===== config.mk =====
export PLATFORM = sky130hd
export DESIGN_NAME = fetch_ctrl
export DESIGN_NICKNAME = d
export VERILOG_FILES = /design/src/rtl/fetch_ctrl_pkg.sv /design/src/rtl/fetch_ctrl.sv
export SDC_FILE = /design/constraint.sdc
export NUM_CORES = 1
export LEC_CHECK = 0
export CAP_MARGIN = 20
export CORE_MARGIN = 4
export CORE_UTILIZATION = 48
export CTS_CLUSTER_SIZE = 8
export DETAILED_ROUTE_END_ITERATION = 10
export DONT_BUFFER_PORTS = 1
export MAX_ROUTING_LAYER = met4
export PLACE_DENSITY_LB_ADDON = 0.1
export SLEW_MARGIN = 15
export SYNTH_ARGS = -nofsm -noshare
export SYNTH_HDL_FRONTEND = slang
export SYNTH_SLANG_ARGS = --single-unit

===== constraint.sdc =====
create_clock -name clk -period 3.3 [get_ports clk]
set_input_delay 0.33 -clock clk [delete_from_list [all_inputs] [get_ports clk]]
set_output_delay 0.33 -clock clk [all_outputs]
set_load 0.03 [all_outputs]

===== src/rtl/fetch_ctrl_pkg.sv =====
// Shared widths, FSM state encoding and redirect-slot types for the fetch sequencer.
package fetch_ctrl_pkg;

  localparam int FULLW = 32;

  typedef enum logic [1:0] {
    FC_LATCH = 2'd0,
    FC_ISSUE = 2'd1,
    FC_HOLD  = 2'd2,
    FC_ERR   = 2'd3
  } fc_state_e;

  typedef enum logic [1:0] {
    RD_NONE = 2'd0,
    RD_BR   = 2'd1,
    RD_JMP  = 2'd2
  } redir_kind_e;

  typedef struct packed {
    redir_kind_e      kind;
    logic [FULLW-1:0] val;
  } redir_t;

  // A jump replaces anything held; a branch only replaces an older branch.
  function automatic redir_t merge_redirect(input redir_t held, input redir_t fresh);
    if (fresh.kind == RD_JMP) return fresh;
    if (fresh.kind == RD_BR && held.kind != RD_JMP) return fresh;
    return held;
  endfunction

endpackage


===== src/rtl/fetch_ctrl.sv =====
// Multicycle fetch sequencer: steers pc32, runs the imem request/ack handshake and
// presents fetched words to decode, applying execute-stage redirects in order.
module fetch_ctrl
  import fetch_ctrl_pkg::*;
#(
  parameter int unsigned MAX_WAIT = 15,
  parameter int unsigned WAIT_W   = 4
) (
  input  logic             clk,
  input  logic             reset,
  input  logic             stall,
  input  logic             br_take,
  input  logic [FULLW-1:0] br_off,
  input  logic             jmp_en,
  input  logic [FULLW-1:0] jmp_addr,
  input  logic             imem_ack,
  input  logic [FULLW-1:0] imem_rdata,
  input  logic [FULLW-1:0] pc_in,
  output logic             pc_reset,
  output logic             pc_mod_en,
  output logic             pc_r_en,
  output logic             pc_we,
  output logic             pc_ib,
  output logic [FULLW-1:0] pc_wd,
  output logic [FULLW-1:0] pc_bv,
  output logic             imem_req,
  output logic [FULLW-1:0] imem_addr,
  output logic             if_valid,
  output logic [FULLW-1:0] if_instr,
  output logic [FULLW-1:0] if_pc,
  output logic             fetch_err
);

  fc_state_e         state;
  logic [WAIT_W-1:0] wait_cnt;
  redir_t            pending;
  redir_t            incoming;
  redir_t            merged;
  redir_t            apply;
  logic              has_incoming;

  always_comb begin
    incoming = '0;
    if (jmp_en) begin
      incoming.kind = RD_JMP;
      incoming.val  = jmp_addr;
    end else if (br_take) begin
      incoming.kind = RD_BR;
      incoming.val  = br_off;
    end
  end

  assign has_incoming = (incoming.kind != RD_NONE);
  // A redirect landing on the ack cycle also makes the returned word stale,
  // so it is folded into the pending slot before the ack is acted upon.
  assign merged = merge_redirect(pending, incoming);

  always_comb begin
    apply     = '0;
    pc_reset  = 1'b0;
    pc_mod_en = 1'b0;
    pc_r_en   = 1'b0;
    pc_we     = 1'b0;
    pc_ib     = 1'b0;
    pc_wd     = '0;
    pc_bv     = '0;
    imem_addr = '0;
    if (reset) begin
      pc_reset  = 1'b1;
      pc_mod_en = 1'b1;
    end else if (state != FC_ERR) begin
      case (state)
        FC_LATCH: begin
          pc_r_en = 1'b1;
          apply   = incoming;
        end
        FC_ISSUE: begin
          imem_addr = pc_in;
          if (imem_ack) apply = merged;
        end
        FC_HOLD: begin
          apply = incoming;
          if (!has_incoming && !stall) pc_mod_en = 1'b1;
        end
        default: ;
      endcase
      if (apply.kind != RD_NONE) pc_mod_en = 1'b1;
      pc_we = (apply.kind == RD_JMP);
      pc_ib = (apply.kind == RD_BR);
      pc_wd = (apply.kind == RD_JMP) ? apply.val : jmp_addr;
      pc_bv = (apply.kind == RD_BR)  ? apply.val : br_off;
    end
  end

  always_ff @(posedge clk) begin
    if (reset) begin
      state     <= FC_LATCH;
      if_valid  <= 1'b0;
      if_instr  <= '0;
      if_pc     <= '0;
      imem_req  <= 1'b0;
      fetch_err <= 1'b0;
      wait_cnt  <= '0;
      pending   <= '0;
    end else begin
      case (state)
        FC_LATCH: begin
          // A redirect here updates the counter while iaddrout captures the old value, so re-latch.
          if (!has_incoming) begin
            state    <= FC_ISSUE;
            wait_cnt <= '0;
            imem_req <= 1'b1;
            pending  <= '0;
          end
        end
        FC_ISSUE: begin
          if (imem_ack) begin
            imem_req <= 1'b0;
            pending  <= '0;
            if (merged.kind == RD_NONE) begin
              if_instr <= imem_rdata;
              if_pc    <= pc_in;
              if_valid <= 1'b1;
              state    <= FC_HOLD;
            end else begin
              state <= FC_LATCH;
            end
          end else if (wait_cnt == WAIT_W'(MAX_WAIT)) begin
            imem_req  <= 1'b0;
            fetch_err <= 1'b1;
            pending   <= '0;
            state     <= FC_ERR;
          end else begin
            wait_cnt <= wait_cnt + WAIT_W'(1);
            pending  <= merged;
          end
        end
        FC_HOLD: begin
          if (has_incoming || !stall) begin
            if_valid <= 1'b0;
            state    <= FC_LATCH;
          end
        end
        FC_ERR: begin
          fetch_err <= 1'b1;
        end
        default: state <= FC_ERR;
      endcase
    end
  end

endmodule


# Word-level counts from Yosys, hierarchy flattened
# Cells that the tools add are included.
dict set report totals {
  ff_bits 107
  in_bits 134
  output_inout_bits 168
}
dict set report classes {
  n_addsub 1
  n_eq_ne 18
  n_mux 60
  reduce_logical 21
}
# operator count
set ops {}
lappend ops {{34-bit 2-to-1 mux} 11}
lappend ops {{32-bit 2-to-1 mux} 9}
lappend ops {{34-bit one-hot mux with 2 select lines} 2}
lappend ops {{33-bit 2-to-1 mux} 1}
lappend ops {{1-bit 2-to-1 mux} 24}
lappend ops {{2-bit inequality test, second input constant} 9}
lappend ops {{4-bit 2-to-1 mux} 3}
lappend ops {{4-bit AND reduction} 3}
lappend ops {{2-bit 2-to-1 mux} 5}
lappend ops {{2-bit nonzero test} 5}
lappend ops {{3-bit AND reduction} 3}
lappend ops {{2-bit == test, second input constant} 4}
lappend ops {{4-bit one-hot mux with 2 select lines} 1}
lappend ops {{2-bit by 1-bit == test with 1-bit output, second input constant} 3}
lappend ops {{1-bit one-hot mux with 2 select lines} 3}
lappend ops {{2-bit one-hot mux with 3 select lines} 1}
lappend ops {{4-bit by 1-bit adder with 4-bit output, second input constant} 1}
lappend ops {{4-bit == test, second input constant} 1}
lappend ops {{2-bit zero test} 2}
lappend ops {{3-bit inequality test, second input constant} 1}
lappend ops {{3-bit nonzero test} 1}
lappend ops {{1-bit logical AND} 2}
lappend ops {{1-bit zero test} 2}
lappend ops {{2-bit AND reduction} 1}
lappend ops {{2 further kinds} 2}

# Depth between registers and ports, before layout
# Gate-level depths: netlist of the first run.
dict set report depth {
  ltp_word 16
  mapped_depth 9
  depth_no_buf 6
}

# Worst setup path after synthesis of the first run
# Ideal clock, no wire load.
dict set report synth_timing {
  path_kind {flip-flop to output port}
  start {register state[0]}
  end {output port pc_wd[10]}
  arrival_time_ns 2.124
  required_ns 2.970
  path_slack_ns 0.846
  path_stages_with_launch 9
  cell_sequence {dfxtp_1 -> inv_1 -> ha_1 -> o21a_1 -> o311ai_1 -> buf_2 -> buf_2 -> o21ai_0 -> a21oi_1}
}
dict set report synth_via {
  elab_chain_cells 9
}
# item line_no
set synth_lines {}
lappend synth_lines {{from (decl)} fetch_ctrl.sv:34} ;# fc_state_e state;
lappend synth_lines {{from (signal assigned)} fetch_ctrl.sv:97} ;# state <= FC_LATCH;
lappend synth_lines {{from (signal assigned)} fetch_ctrl.sv:110} ;# state <= FC_ISSUE;
lappend synth_lines {{from (signal assigned)} fetch_ctrl.sv:124} ;# state <= FC_HOLD;
lappend synth_lines {{2-bit == test / 2-bit zero test (equally long branches)} fetch_ctrl.sv:72} ;# case (state)
lappend synth_lines {{2-bit OR reduction (no line)} --}
lappend synth_lines {{34-bit one-hot mux with 2 select lines} fetch_ctrl.sv:72}
lappend synth_lines {{34-bit 2-to-1 mux} fetch_ctrl.sv:71} ;# end else if (state != FC_ERR) begin
lappend synth_lines {{34-bit 2-to-1 mux} fetch_ctrl.sv:68} ;# if (reset) begin
lappend synth_lines {{2-bit == test} fetch_ctrl.sv:90} ;# pc_wd = (apply.kind == RD_JMP) ? apply.val : jmp_addr;
lappend synth_lines {{32-bit 2-to-1 mux} fetch_ctrl.sv:90}
lappend synth_lines {{32-bit 2-to-1 mux (*)} fetch_ctrl.sv:71}
lappend synth_lines {{32-bit 2-to-1 mux (*)} fetch_ctrl.sv:68}
lappend synth_lines {{to (decl)} fetch_ctrl.sv:24} ;# output logic [FULLW-1:0] pc_wd,
# Mark *: on every way between the ends. The rest lies on a longest branch, timed or not. The select of a mux whose other input is x is not followed.

# Worst setup path in the final report of the first run
dict set report layout_timing {
  start {register state[1]}
  end {output port pc_ib}
}
dict set report layout_via {
  elab_chain_cells 8
}
# item line_no
set layout_lines {}
lappend layout_lines {{2-bit == test / 2-bit zero test (equally long branches)} fetch_ctrl.sv:72}
lappend layout_lines {{2-bit OR reduction (no line)} --}
lappend layout_lines {{34-bit one-hot mux with 2 select lines} fetch_ctrl.sv:72}
lappend layout_lines {{34-bit 2-to-1 mux} fetch_ctrl.sv:71}
lappend layout_lines {{34-bit 2-to-1 mux} fetch_ctrl.sv:68}
lappend layout_lines {{2-bit by 1-bit == test with 1-bit output} fetch_ctrl.sv:89} ;# pc_ib = (apply.kind == RD_BR);
lappend layout_lines {{1-bit 2-to-1 mux (*)} fetch_ctrl.sv:71}
lappend layout_lines {{1-bit 2-to-1 mux (*)} fetch_ctrl.sv:68}
lappend layout_lines {{to (decl)} fetch_ctrl.sv:23} ;# output logic pc_ib,
# Marks and branches as above.

==> results of run 1 <==
==> per-layer routing <==
| metal | global-route usage [%] | vias up |
|---|---|---|
| met2 | 41.7 | 275 |
| met1 | 29.2 | 3209 |
| met4 | 9.50 | 0 |
| met5 | - | - |
| met3 | 6.18 | 34 |
| li1 | - | 3284 |
==> cell type report <==
type,count,share of cell area [%]
Multi-Input combinational cell,661,52.8
Sequential cell,107,29.1
Timing Repair Buffer,85,9.17
Clock buffer,9,3.06
Tap cell,176,3.00
Inverter,40,2.04
Clock inverter,6,0.800
==> kinds of logic (layout without fill, tap and decap cells) <==
family,count (synthesis),in the layout,synth area share [%]
mux,2,2,0.305
compound gates,356,356,35.6
simple gates,297,297,21.1
buf+inv,143,140,9.31
fa+ha+maj,6,6,1.14
flops,107,107,32.6
==> synthesized netlist by cell type (3+ instances only) <==
library cell	instances
and3_1	35
nand3_1	4
a21oi_1	170
a2111oi_0	32
buf_4	7
nor2b_1	4
nand2_1	198
clkbuf_1	51
buf_1	6
buf_2	39
and2_1	3
nor2_1	10
nand3b_1	32
a32o_1	31
inv_1	40
o31ai_1	32
ha_1	6
dfxtp_1	107
a311oi_1	32
nand2b_1	3
o21ai_0	40
==> flip-flops by register name, summed over array words and instances (netlist names) <==
register,cells
wait_cnt,4
fetch_err,1
state,2
if_instr,32
pending,34
imem_req,1
if_pc,32
if_valid,1
==> metrics by stage <==
step           setup WS, ns  power (mW)  hold WS [ns]  utilization, %  instances
4_1_cts               0.125        3.41        0.0414            55.0       1084
3_3_place_gp          0.722        2.35         0.407            52.8       1068
5_1_grt               0.128        3.56        0.0352            55.1       1084
3_5_place_dp          0.520        2.37         0.413            52.9       1069
6_report              0.312        3.39        0.0556            55.1       1084
2_1_floorplan         0.846        2.14         0.442               -        911
==> worst max-delay path: stages, from the launching register on <==
cell      delay (ns)
dfxtp_1         0.39
inv_1           0.10
ha_1            0.28
and2_1          0.20
buf_4           0.24
a311oi_4        0.57
buf_12          0.24
and2_1          0.14
buf_4           0.15
==> repair_timing <==
item | in CTS | in global routing
gates resized for setup | 0 | 2
endpoints found under the setup margin | 0 | 23
hold buffers | 0 | 0
hold endpoints to repair | 0 | 0
==> final timing paths <==
path	to
min reg2reg	pending[12]
max	pc_ib
min	if_instr[17]
max reg2reg	wait_cnt[1]
==> power breakdown <==
part	internal, mW	switching (mW)	leakage (nW)
Combinational	0.312	0.661	1.69
Clock	0.529	0.517	0.138
Sequential	1.32	0.0553	0.863
Total	2.16	1.23	2.69
==> impl_metrics.json, run 1 <==
{
  "final_common_cell": "nand2_1",
  "antenna_cells": 0,
  "cts.sinks": 107,
  "syn_to_final_growth_pct": 11.8,
  "hold_viol_final": 0,
  "hold_path_class": "in2reg",
  "cts_root_buffer": "clkbuf_16",
  "netlist_area_um2": 6570,
  "io_buffer_count": 0,
  "finalSetupViolCount": 0,
  "crit_type": "reg2out",
  "grt_overflow": 0,
  "p_per_area_nw_per_um2": 461,
  "core_um2": 13300,
  "r2r_setup_slack_ns": 0.96,
  "rr_startpoint": "state[0]",
  "syn_avg_cell_area_um2": 7.22,
  "outcome": "finished, final reports clean",
  "final_area_um2": 7350,
  "ff_latch_area_um2": 2140,
  "fin_setup_tns_ns": 0,
  "synthCells": 911,
  "rsz0062_at_grt": "false",
  "startpoint": "state[1]",
  "async_flop_share_pct": 0,
  "die_area_um2": 15600,
  "synth_top_area_share_pct": 32.6,
  "synth_warnings": 0,
  "worst_pin_slew_ns": 0.721,
  "antenna_left": 0,
  "vdd_drop_max_mv": 0.280,
  "cts_tree": "built",
  "crit_fanout": 23,
  "drt_iter0_drc": 471,
  "insertion_delay_ns": 0.35,
  "p_leak_nw": 2.69,
  "initial_core_util_pct": 49.3,
  "start_kind": "register",
  "ys_ff_latch": 107,
  "first_pass_iters": 5,
  "drive_above_1_share_pct": 12.6,
  "drc": 0,
  "synth_ff_type": "dfxtp_1",
  "r2r_cells": 7,
  "vias": 6802,
  "grt_usage_pct": 25.0,
  "yosys-top-cells-area": "dfxtp_1 33%, a21oi_1 13%, nand2_1 11%",
  "grt_max_degree": 110,
  "grt_pass1_vias": 6445,
  "totalWireLength_um": 20400,
  "final.setup_skew_ns": 0.00960,
  "numCtsBuffers": 9,
  "synth_seq_area_share_pct": 32.6,
  "fin_crit_ns": 2.99,
  "clock.fmax_mhz": 335,
  "path_clk_slew_ns": 0.08,
  "yosysUniqueCellTypes": 42,
  "hp-start": "reset",
  "fillCellCount": 1264,
  "arrival_ns": 2.66,
  "whs_path_depth": 1,
  "layout_common_cells": "197 x nand2_1, 170 x a21oi_1, 107 x dfxtp_1",
  "route.met2.wl_um": 10200,
  "synth_edf_count": 0,
  "synth_nets": 1051,
  "grt_antenna_before_repair": 0,
  "grt_pass1_wl_um": 32400,
  "synth_area_leader_cell": "dfxtp_1",
  "relSlewSlack_pct": 51.9,
  "routabilityCongestion": 0.895,
  "report.final.slew_viol_count": 0,
  "ioPinCount": 302,
  "worst-endpoint-required_ns": 2.97,
  "postCtsSetupRepairBufs": 0,
  "hpwl_um": 14200,
  "rows": 42,
  "maxCapViolCount": 0,
  "nNetsFinal": 1044,
  "clock_path_buffers": 2,
  "finalCritPeriodShare_pct": 90.5,
  "placed_area_um2": 7060,
  "multi_input_area_um2": 3880,
  "endpoint_kind": "output port",
  "die_h_um": 125,
  "wire_per_inst_um": 18.8,
  "met1_length_um": 8070,
  "h-tree-depth": 3,
  "die_x_um": 125,
  "routed_via_density": 6.27,
  "wl_met3_um": 1640,
  "top_layer_used": "met4"
}
Note: power is estimated with default switching activity, not from simulation.
==> run 2, diff against run 1 <==
GPL_TIMING_DRIVEN = 0   (was unset)
==> impl_metrics.json, run 2 (synthesis results as in run 1) <==
{
  "grt_max_degree": 20,
  "relSlewSlack_pct": 47.3,
  "crit_cells": 7,
  "die_x_um": 125,
  "core_um2": 13300,
  "fin_setup_tns_ns": 0,
  "clock.fmax_mhz": 315,
  "path_clk_slew_ns": 0.08,
  "cts.sinks": 107,
  "ff_latch_area_um2": 2140,
  "whs_path_depth": 2,
  "numCtsBuffers": 9,
  "largest_reg_flops": 34,
  "routabilityCongestion": 0.928,
  "final.setup_skew_ns": 0.00958,
  "vias": 7212,
  "clock_path_buffers": 2,
  "drc": 0,
  "fin_crit_ns": 3.17,
  "finalSetupViolCount": 0,
  "nNetsFinal": 1062,
  "crit_type": "reg2out",
  "final_common_cell": "nand2_1",
  "antenna_cells": 0,
  "report.final.slew_viol_count": 0,
  "rows": 42,
  "endpoint_kind": "output port",
  "drive_above_1_share_pct": 14.8,
  "arrival_ns": 2.84,
  "h-tree-depth": 3,
  "outcome": "finished, final reports clean",
  "setup_slack_ns": 0.127,
  "multi_input_area_um2": 4060,
  "critPathBufInv": 2,
  "io_buffer_count": 0,
  "antenna_left": 0,
  "finalCritPeriodShare_pct": 96.1,
  "maxCapViolCount": 0,
  "r2r_cells": 9,
  "die_area_um2": 15600,
  "vdd_drop_max_mv": 0.230,
  "ioPinCount": 302,
  "crit_chain": "inv_1, ha_1, nor2_2, clkbuf_1, a21oi_1, a311oi_1, a21oi_1",
  "grt_antenna_before_repair": 0,
  "hold_path_class": "in2reg",
  "worst_pin_slew_ns": 0.794,
  "postCtsSetupRepairBufs": 0,
  "slowest_delay_ns": 0.50,
  "reg_top3": "pending (34), if_instr (32), if_pc (32)",
  "largest-register": "pending",
  "start_kind": "register",
  "insertion_delay_ns": 0.34,
  "grt_overflow": 0,
  "drt_iter0_drc": 534,
  "hpwl_um": 18200,
  "hold_viol_final": 0,
  "rsz0062_at_grt": "false",
  "cts_root_buffer": "clkbuf_16",
  "critical_path.slowest_cell": "a311oi_1",
  "wire_per_inst_um": 21.8,
  "cts_tree": "built",
  "first_pass_iters": 5,
  "fillCellCount": 1324,
  "grt_pass1_vias": 7058,
  "finalPower_mw": 3.44,
  "ctsHoldBuffers": 0,
  "worst-endpoint-required_ns": 2.97,
  "grt_usage_pct": 29.6,
  "layout_common_cells": "198 x nand2_1, 111 x a21oi_1, 107 x dfxtp_1",
  "syn_to_final_growth_pct": 11.5,
  "cpMostUsedCell": "a21oi_1",
  "crit_fanout": 10,
  "die_h_um": 125,
  "crit_family": "compound AO/OA/AOI/OAI gates",
  "dp_slack_ns": 0.136,
  "initial_core_util_pct": 49.3,
  "p_leak_nw": 2.52,
  "routed_via_density": 6.54,
  "totalWireLength_um": 24000,
  "p_per_area_nw_per_um2": 469,
  "grt_pass1_wl_um": 37500
}
-- run 2: cell count changes in the layout (fill, tap and decap cells not counted), sizes merged --
cell / change
clkbuf: +55
clkinv: +2
buf: -37
clkinvlp: -1
inv: -1
-- run 2: power breakdown --
group	leakage (nW)	internal [mW]	switching, mW
logic	1.52	0.239	0.791
registers	0.863	1.32	0.0552
clock network	0.140	0.526	0.512
-- run 2: repair_timing --
item / in CTS / in global routing
endpoints found under the hold margin: 0 / 0
setup endpoints to repair: 29 / 61
gates resized for setup: 20 / 56
-- run 2: path summary, 6_finish.rpt --
path | from | endpoint | slack (ns)
setup / recovery | state[0] | pc_wd[3] | 0.13
hold / removal | imem_rdata[1] | if_instr[1] | 0.11
setup reg to reg | state[1] | pending[30] | 1.02
hold reg to reg | pending[24] | pending[24] | 0.47
-- run 2: through the flow --
| step | instances | utilization [%] | hold slack [ns] | instance area (um2) |
|---|---|---|---|---|
| 2_1_floorplan | 911 | - | 0.442 | 6570 |
| 3_3_place_gp | 1087 | 50.9 | 0.446 | 6790 |
| 3_5_place_dp | 1087 | 50.9 | 0.453 | 6790 |
| 4_1_cts | 1102 | 53.6 | 0.101 | 7150 |
| 5_1_grt | 1102 | 54.9 | 0.0920 | 7330 |
| 6_report | 1102 | 54.9 | 0.113 | 7330 |
-- run 2: final cells by class --
class / count / share of cell area, %
Sequential cell: 107 / 29.2
Tap cell: 176 / 3.00
Inverter: 40 / 2.05
Buffer: 103 / 6.47
Clock inverter: 6 / 0.785
Clock buffer: 9 / 3.07
Multi-Input combinational cell: 661 / 55.4
-- run 2: per-layer routing --
metal	part of all wire, %	up-vias	GRT usage [%]
li1	-	3323	-
met1	39	3419	34.0
met2	49	406	50.3
met3	9.1	64	7.08
met4	2.8	0	11.1
met5	0	-	-
